==> config.mk <==
export PLATFORM = sky130hd
export DESIGN_NAME = adc_scan_sequencer
export DESIGN_NICKNAME = d
export VERILOG_FILES = /design/src/rtl/adc_scan_sequencer.sv
export SDC_FILE = /design/constraint.sdc
export NUM_CORES = 1
export LEC_CHECK = 0
export ABC_AREA = 1
export BUFFER_PORTS_ARGS = -buffer_cell sky130_fd_sc_hd__buf_2
export CAP_MARGIN = 20
export CELL_PAD_IN_SITES_DETAIL_PLACEMENT = 0
export CELL_PAD_IN_SITES_GLOBAL_PLACEMENT = 2
export CORE_ASPECT_RATIO = 0.9
export CORE_MARGIN = 10
export CORE_UTILIZATION = 39
export DETAILED_ROUTE_END_ITERATION = 6
export PLACE_DENSITY = 0.85
export SLEW_MARGIN = 20
export SYNTH_ARGS = -nofsm -noshare
export SYNTH_HDL_FRONTEND = slang
export SYNTH_SLANG_ARGS = --single-unit
==> constraint.sdc <==
create_clock -name CLK100MHZ -period 5.3 [get_ports CLK100MHZ]
set_input_delay 0.53 -clock CLK100MHZ [delete_from_list [all_inputs] [get_ports CLK100MHZ]]
set_output_delay 0.53 -clock CLK100MHZ [all_outputs]
set_load 0.01 [all_outputs]
==> src/rtl/adc_scan_sequencer.sv <==
`default_nettype none
// ============================================================================
// Module      : adc_scan_sequencer
// Description : Scans an 8:1 phototransistor mux into an external parallel ADC,
//               producing per-channel samples and a per-frame minimum summary.
// Revision    : 1.0 - initial release
// ============================================================================
module adc_scan_sequencer #(
    parameter int NUM_CH       = 8,
    parameter int CH_W         = 3,
    parameter int TICK_DIV     = 1250,
    parameter int SETTLE_TICKS = 1,
    parameter int START_TICKS  = 2,
    parameter int CONV_TICKS   = 4,
    parameter int USE_EOC      = 0,
    parameter int EOC_TIMEOUT  = 16,
    parameter int THRESH       = 100
) (
    input  logic            CLK100MHZ,
    input  logic            reset,
    input  logic            enable,
    input  logic [7:0]      adc_data,
    input  logic            adc_eoc,
    output logic [CH_W-1:0] mux_addr,
    output logic            adc_start,
    output logic            sample_valid,
    output logic [CH_W-1:0] sample_ch,
    output logic [7:0]      sample_data,
    output logic            eoc_timeout,
    output logic            frame_done,
    output logic [7:0]      min_val,
    output logic [CH_W-1:0] min_addr,
    output logic            below_thresh
);

    localparam int DIV_W  = $clog2(TICK_DIV);
    localparam int TCNT_W = 16;

    localparam logic [DIV_W-1:0]  c_div_last    = DIV_W'(TICK_DIV - 1);
    localparam logic [TCNT_W-1:0] c_settle_last = TCNT_W'(SETTLE_TICKS - 1);
    localparam logic [TCNT_W-1:0] c_start_last  = TCNT_W'(START_TICKS - 1);
    localparam logic [TCNT_W-1:0] c_conv_last   = TCNT_W'(CONV_TICKS - 1);
    localparam logic [TCNT_W-1:0] c_to_last     = TCNT_W'(EOC_TIMEOUT - 1);
    localparam logic [CH_W-1:0]   c_last_ch     = CH_W'(NUM_CH - 1);
    localparam logic [7:0]        c_thresh      = 8'(THRESH);

    typedef enum logic [2:0] {
        S_IDLE    = 3'd0,
        S_SETTLE  = 3'd1,
        S_START   = 3'd2,
        S_CONVERT = 3'd3,
        S_LATCH   = 3'd4,
        S_FRAME   = 3'd5
    } state_t;

    state_t            r_state;
    state_t            w_next;
    logic [DIV_W-1:0]  r_div;
    logic [TCNT_W-1:0] r_tcnt;
    logic              w_tick;
    logic              w_eoc_to;
    logic [7:0]        w_sample;
    logic [CH_W-1:0]   r_ch;
    logic              r_eoc_s1;
    logic              r_eoc_s2;
    logic              r_timed_out;
    logic              r_adc_start;
    logic              r_sample_valid;
    logic [CH_W-1:0]   r_sample_ch;
    logic [7:0]        r_sample_data;
    logic              r_eoc_timeout;
    logic              r_frame_done;
    logic [7:0]        r_run_min;
    logic [CH_W-1:0]   r_run_addr;
    logic [7:0]        r_min_val;
    logic [CH_W-1:0]   r_min_addr;
    logic              r_below;

    assign w_tick   = (r_div == c_div_last);
    assign w_sample = r_timed_out ? 8'hFF : adc_data;

    always_ff @(posedge CLK100MHZ or posedge reset) begin
        if (reset) begin
            r_state <= S_IDLE;
        end else begin
            r_state <= w_next;
        end
    end

    always_comb begin
        w_next   = r_state;
        w_eoc_to = 1'b0;
        case (r_state)
            S_IDLE: begin
                if (enable) w_next = S_SETTLE;
            end
            S_SETTLE: begin
                if (w_tick && (r_tcnt == c_settle_last)) w_next = S_START;
            end
            S_START: begin
                if (w_tick && (r_tcnt == c_start_last)) w_next = S_CONVERT;
            end
            S_CONVERT: begin
                if (USE_EOC != 0) begin
                    if (r_eoc_s2) begin
                        w_next = S_LATCH;
                    end else if (w_tick && (r_tcnt == c_to_last)) begin
                        w_next   = S_LATCH;
                        w_eoc_to = 1'b1;
                    end
                end else if (w_tick && (r_tcnt == c_conv_last)) begin
                    w_next = S_LATCH;
                end
            end
            S_LATCH: begin
                w_next = (r_ch == c_last_ch) ? S_FRAME : S_SETTLE;
            end
            S_FRAME: begin
                w_next = enable ? S_SETTLE : S_IDLE;
            end
            default: w_next = S_IDLE;
        endcase
    end

    always_ff @(posedge CLK100MHZ or posedge reset) begin
        if (reset) begin
            r_div          <= '0;
            r_tcnt         <= '0;
            r_ch           <= '0;
            r_eoc_s1       <= 1'b0;
            r_eoc_s2       <= 1'b0;
            r_timed_out    <= 1'b0;
            r_adc_start    <= 1'b0;
            r_sample_valid <= 1'b0;
            r_sample_ch    <= '0;
            r_sample_data  <= 8'h00;
            r_eoc_timeout  <= 1'b0;
            r_frame_done   <= 1'b0;
            r_run_min      <= 8'hFF;
            r_run_addr     <= '0;
            r_min_val      <= 8'hFF;
            r_min_addr     <= '0;
            r_below        <= 1'b0;
        end else begin
            r_sample_valid <= 1'b0;
            r_eoc_timeout  <= 1'b0;
            r_frame_done   <= 1'b0;
            r_eoc_s1       <= adc_eoc;
            r_eoc_s2       <= r_eoc_s1;
            // Registered from the next state so the strobe is high exactly while in START.
            r_adc_start    <= (w_next == S_START);

            if (w_next != r_state) begin
                r_div  <= '0;
                r_tcnt <= '0;
            end else if (w_tick) begin
                r_div  <= '0;
                r_tcnt <= r_tcnt + 1'b1;
            end else begin
                r_div  <= r_div + 1'b1;
            end

            if ((r_state == S_CONVERT) && (w_next == S_LATCH)) begin
                r_timed_out <= w_eoc_to;
            end

            case (r_state)
                S_IDLE: begin
                    if (enable) begin
                        r_ch       <= '0;
                        r_run_min  <= 8'hFF;
                        r_run_addr <= '0;
                    end
                end
                S_LATCH: begin
                    r_sample_data  <= w_sample;
                    r_sample_ch    <= r_ch;
                    r_sample_valid <= 1'b1;
                    r_eoc_timeout  <= r_timed_out;
                    // Strict compare keeps the lowest channel index on ties.
                    if (w_sample < r_run_min) begin
                        r_run_min  <= w_sample;
                        r_run_addr <= r_ch;
                    end
                    if (r_ch != c_last_ch) r_ch <= r_ch + 1'b1;
                end
                S_FRAME: begin
                    r_min_val    <= r_run_min;
                    r_min_addr   <= r_run_addr;
                    r_below      <= (r_run_min < c_thresh);
                    r_frame_done <= 1'b1;
                    if (enable) begin
                        r_ch       <= '0;
                        r_run_min  <= 8'hFF;
                        r_run_addr <= '0;
                    end
                end
                default: ;
            endcase
        end
    end

    assign mux_addr     = r_ch;
    assign adc_start    = r_adc_start;
    assign sample_valid = r_sample_valid;
    assign sample_ch    = r_sample_ch;
    assign sample_data  = r_sample_data;
    assign eoc_timeout  = r_eoc_timeout;
    assign frame_done   = r_frame_done;
    assign min_val      = r_min_val;
    assign min_addr     = r_min_addr;
    assign below_thresh = r_below;

endmodule
`default_nettype wire

* Word-level counts from Yosys, hierarchy flattened *
Index checks and enable logic that the tools add are counted.

storage, ports and cells
  input port bits = 12
  register bits after elaboration = 70

cells by class
  multiplexer cells = 21
  equal/unequal tests = 15
  add/subtract/negate cells = 3
  reductions and logical operators = 10
  magnitude comparators = 2

operators by type and width
  operator               number
  $mux 16                2
  $mux 3                 8
  $mux 11                2
  $pmux 3 s6             1
  $add 16x1->16 const B  1
  $eq 16x1->1 const B    1
  $eq 16x2->1 const B    1
  $logic_not 16->1       1
  $mux 8                 2
  $pmux 8 s2             1
  $pmux 3 s2             2
  $add 11x1->11 const B  1
  $eq 11x11->1 const B   1
  $eq 3x2->1 const B     3
  $eq 3x3->1 const B     3
  $lt 8x7->1 const B     1
  $lt 8x8->1             1
  $reduce_and 3->1       2
  $ne 2x2->1 const B     2
  $reduce_bool 2->1      2
  $add 3x1->3 const B    1
  $eq 3x1->1 const B     1
  $logic_and 1x1->1      3
  $logic_not 3->1        1
  5 further kinds        7

* Longest topological paths before layout *
  word-level depth = 6
  depth in mapped cells = 14
  mapped depth without buffers = 13

* Worst setup path after synthesis *
Ideal clock, no wire load.

  path type = reg-to-reg
  start = reg r_div[1]
  end = reg r_tcnt[4]
  cell stages (with the launch flop) = 13
  required time = 5176 ps
  buffers on the path = 1
  setup time = 124 ps
  period minus slack after synthesis = 1874 ps
  setup slack = 3426 ps
  data arrival time = 1749 ps
  cell sequence = dfrtp_1 -> inv_1 -> ha_1 -> nand2_4 -> nor2_8 -> nand3_4 -> o21ai_2 -> nand2_1 -> o21ai_2 -> nor2_2 -> nand2_4 -> buf_12 -> nor2_4

on the way
  word-level cells in the longest chain between the ends = 6
  elaborated cells between the ends (all ways) = 11
  those cells by class = eq/ne: 2; mux: 5; reduce/logical: 4

RTL lines
  what                                                 line          source
  start, declared                                      58            logic [DIV_W-1:0] r_div;
  start signal, assigned                               160           r_div <= r_div + 1'b1;
  $eq 11x11->1 (*)                                     79            assign w_tick = (r_div == c_div_last);
  $logic_and 1x1->1 (on tied branches)                 111, 101, 98
  $mux 3 (on tied branches)                            111, 101, 98
  $pmux 3 s6                                           93            case (r_state)
  $ne 3x3->1                                           153           if (w_next != r_state) begin
  $mux 16 / $reduce_bool 2->1 (equally long branches)  --
  end signal, assigned                                 158           r_tcnt <= r_tcnt + 1'b1;
  end, declared                                        59            logic [TCNT_W-1:0] r_tcnt;

Mark *: on every way between the ends. The rest lies on a longest branch, timed or not.
A chain may end at the register's enable or synchronous reset.

* Final worst setup path *
  start = reg r_state[0]
  end = reg r_tcnt[8]

on the way
  word-level cells in the longest chain between the ends = 4
  elaborated cells between the ends (all ways) = 14
  those cells by class = eq/ne: 6; mux: 6; reduce/logical: 2

RTL lines
  what                                                 line  source
  start, declared                                      56    state_t r_state;
  start signal, assigned                               86    r_state <= w_next;
  $eq 3x3->1 (tied with other cells)                   93
  $pmux 3 s6 (*)                                       93
  via w_next[2]                                        57    state_t w_next;
  $ne 3x3->1 (*)                                       153
  $mux 16 / $reduce_bool 2->1 (equally long branches)  --

The timed path passes the listed nets; every way through them passes the cells marked *.

==> impl_metrics.ini <==
[yosys]
syn_nets = 440
ys_seq_area_frac = 0.474
ys_seq_elements = 70
yosysTopAreaCell = dfrtp_1
post_synth.cell_area_avg_um2 = 9.03
synthFlopType = dfrtp_1
synth_cell_type_count = 34
synthMostInstantiatedCell = nand2_1
syn-instance-count = 414
synth.top_cell.area_share = 0.361
yosys_warnings = 0
async_flop_share = 1.00
synth_common_cells = nand2_1, dfrtp_1, nor2_1, inv_1, o21ai_0
synth_edf_count = 0
synthTopCellsByArea = dfrtp_1, dfstp_2, nand2_1, nor2_4, ha_1
synth_area_um2 = 3740

[worst_hold_path]
worstHoldPathType = input port to register

[worst_setup_path]
cp.arrival_ns = 2.75
worst-path-max-fanout = 27
cp-start-kind = register
crit_type = register to register
worstSetupEndpointType = register
required_ns = 5.56
rrSetupSlack_ns = 2.82

[power]
power.internal_uw = 780
leakagePower_nw = 1.96
power_frac_clock = 0.430
switching_power_uw = 234
vdd_drop_max_mv = 0.158
p_sw_frac = 0.231
combPwrFrac = 0.035
p_seq_frac = 0.535
p_per_area_nw_per_um2 = 240

[grt]
grt_usage = 0.114
grt_max_degree = 71
grt-ovfl-total = 0
grt_first_pass_wirelength_um = 12900
grt_pass1_vias = 2626
antenna_found_initial = 0

[clock_tree]
post_cts_resized = 0
cts_tree = yes
clk_pin_slew_ns = 0.08
clkLatencyLatePin_ns = 0.35
cts_setup_buffers = 0
cts_buffers = 9
postCtsHoldBufs = 0
clockBufferDepth = 2
cts.sinks = 70
htreeDepth = 3
clockRootBuffer = clkbuf_8

[detailed_routing]
drc = 0
highest_layer = met4
drtIter0Drc = 119
vias_per_cell = 4.65
wl_met2_um = 3450
firstDrtPassIters = 5
wl_met1_um = 3580
totalWireLength_um = 7570
wl_per_cell_um = 13.0
num_vias = 2711
ant_nets = 0
wl_met3_um = 460

[sta]
slew-limit-headroom = 0.408
rsz0062_at_grt = no
hold_violations = 0
fmax_mhz = 403
final.min_clock_period_ns = 2.48
setup-violations-final = 0
drv_slew = 0
tightest_slew_ns = 0.889
worst_clock_skew_ns = 0.0135
whs_ns = 0.427
fin_tns_setup_ns = 0
period_share = 0.468

[floorplanning]
fp.coreArea_um2 = 9250
die_h_um = 113
dieArea_um2 = 13900
die_w_um = 123
ios = 42
initial_core_util = 0.404
core.rowCount = 33

[status]
status = finished clean

[finish]
area_growth_pct = 13.1
layout.nets = 482
n_antenna_cell = 0
final_layout_size_suffix_gt1_frac = 0.289

[placement]
hpwlAfterDp_um = 5400
io_buffers = 39
finalWeightedCongestion = 0.794

[run]
maxCapViolations = 0
[final timing paths]
kind                                             from                         end  cells after the start
min in group asynchronous                       reset  sample_data[4]$_DFFE_PP0P_                      3
setup reg to reg                 r_state[0]$_DFF_PP0_       r_tcnt[8]$_DFFE_PP0P_                      9
hold reg to reg            sample_data[0]$_DFFE_PP0P_  sample_data[0]$_DFFE_PP0P_                      2
setup / recovery                 r_state[0]$_DFF_PP0_       r_tcnt[8]$_DFFE_PP0P_                      9
max in group asynchronous                       reset     min_addr[2]$_DFFE_PP0P_                      3
hold / removal                            adc_data[3]  sample_data[3]$_DFFE_PP0P_                      3
[flip-flops by register name (all words and copies together), names as in the netlist]
register / count
sample_valid: 1
min_addr: 3
r_state: 3
sample_ch: 3
r_run_addr: 3
r_tcnt: 16
r_run_min: 8
adc_start: 1
min_val: 8
mux_addr: 3
below_thresh: 1
r_div: 11
sample_data: 8
frame_done: 1
[metrics by stage]
stage	instances	cell area, µm²	power (mW)	setup slack, ns	util
3_3_place_gp	567	4020	0.589	2.83	0.435
6_report	583	4230	1.01	2.82	0.457
3_5_place_dp	567	4020	0.589	2.76	0.435
2_1_floorplan	414	3740	0.576	3.03	-
5_1_grt	583	4230	1.06	2.54	0.457
4_1_cts	583	4230	1.03	2.74	0.457
[cell families after synthesis]
kind of cell,share of synthesized area
adders and majority gates,0.0469
and+or+nand+nor,0.314
xor gates and xnor gates,0.0351
AOI/OAI and AO/OA,0.0663
buffers and inverters,0.0629
DFF,0.474
other,0.00100
[final cells by class]
cell class | count | area [µm²]
inverter | 44 | 165
sequential | 70 | 1770
timing repair buffer | 40 | 203
multi-input combinational | 291 | 1730
tap | 122 | 153
clock buffer | 12 | 178
clock inverter | 4 | 25.0
fill | 921 | 5020
[power groups by stage]
stage	clock network, mW	logic (mW)	registers (mW)
after floorplan	0	0.0233	0.552
after global placement	0	0.0360	0.553
after detailed placement	0	0.0364	0.553
after CTS	0.452	0.0367	0.543
after global routing	0.478	0.0421	0.544
final	0.436	0.0352	0.543
[layer usage]
metal  GRT usage  vias up
met5           0        -
met4      0.0372        0
met3      0.0343        7
met2       0.175       53
met1       0.150     1247
li1            -     1404
[worst max-delay path: stages, from the launching register on]
cell	delay (ns)
dfrtp_1	0.42
nor2_1	0.17
nand2_1	0.34
inv_1	0.42
nand2_1	0.14
nand2_1	0.12
nor2_2	0.04
nor2_2	0.14
nand2_4	0.37
nor2_1	0.22
[layout by cell type, fill, tap and decap left out, types with 11 or more instances in the layout]
master and count:
nor2_4 25, o21ai_0 31, xor2_1 13, buf_2 39, dfrtp_1 54, nand2_1 99, inv_1 33, dfstp_2 16
ha_1 14, nor2_1 35, inv_2 11, nand3_1 21
Note: power is estimated with default switching activity, not from simulation.
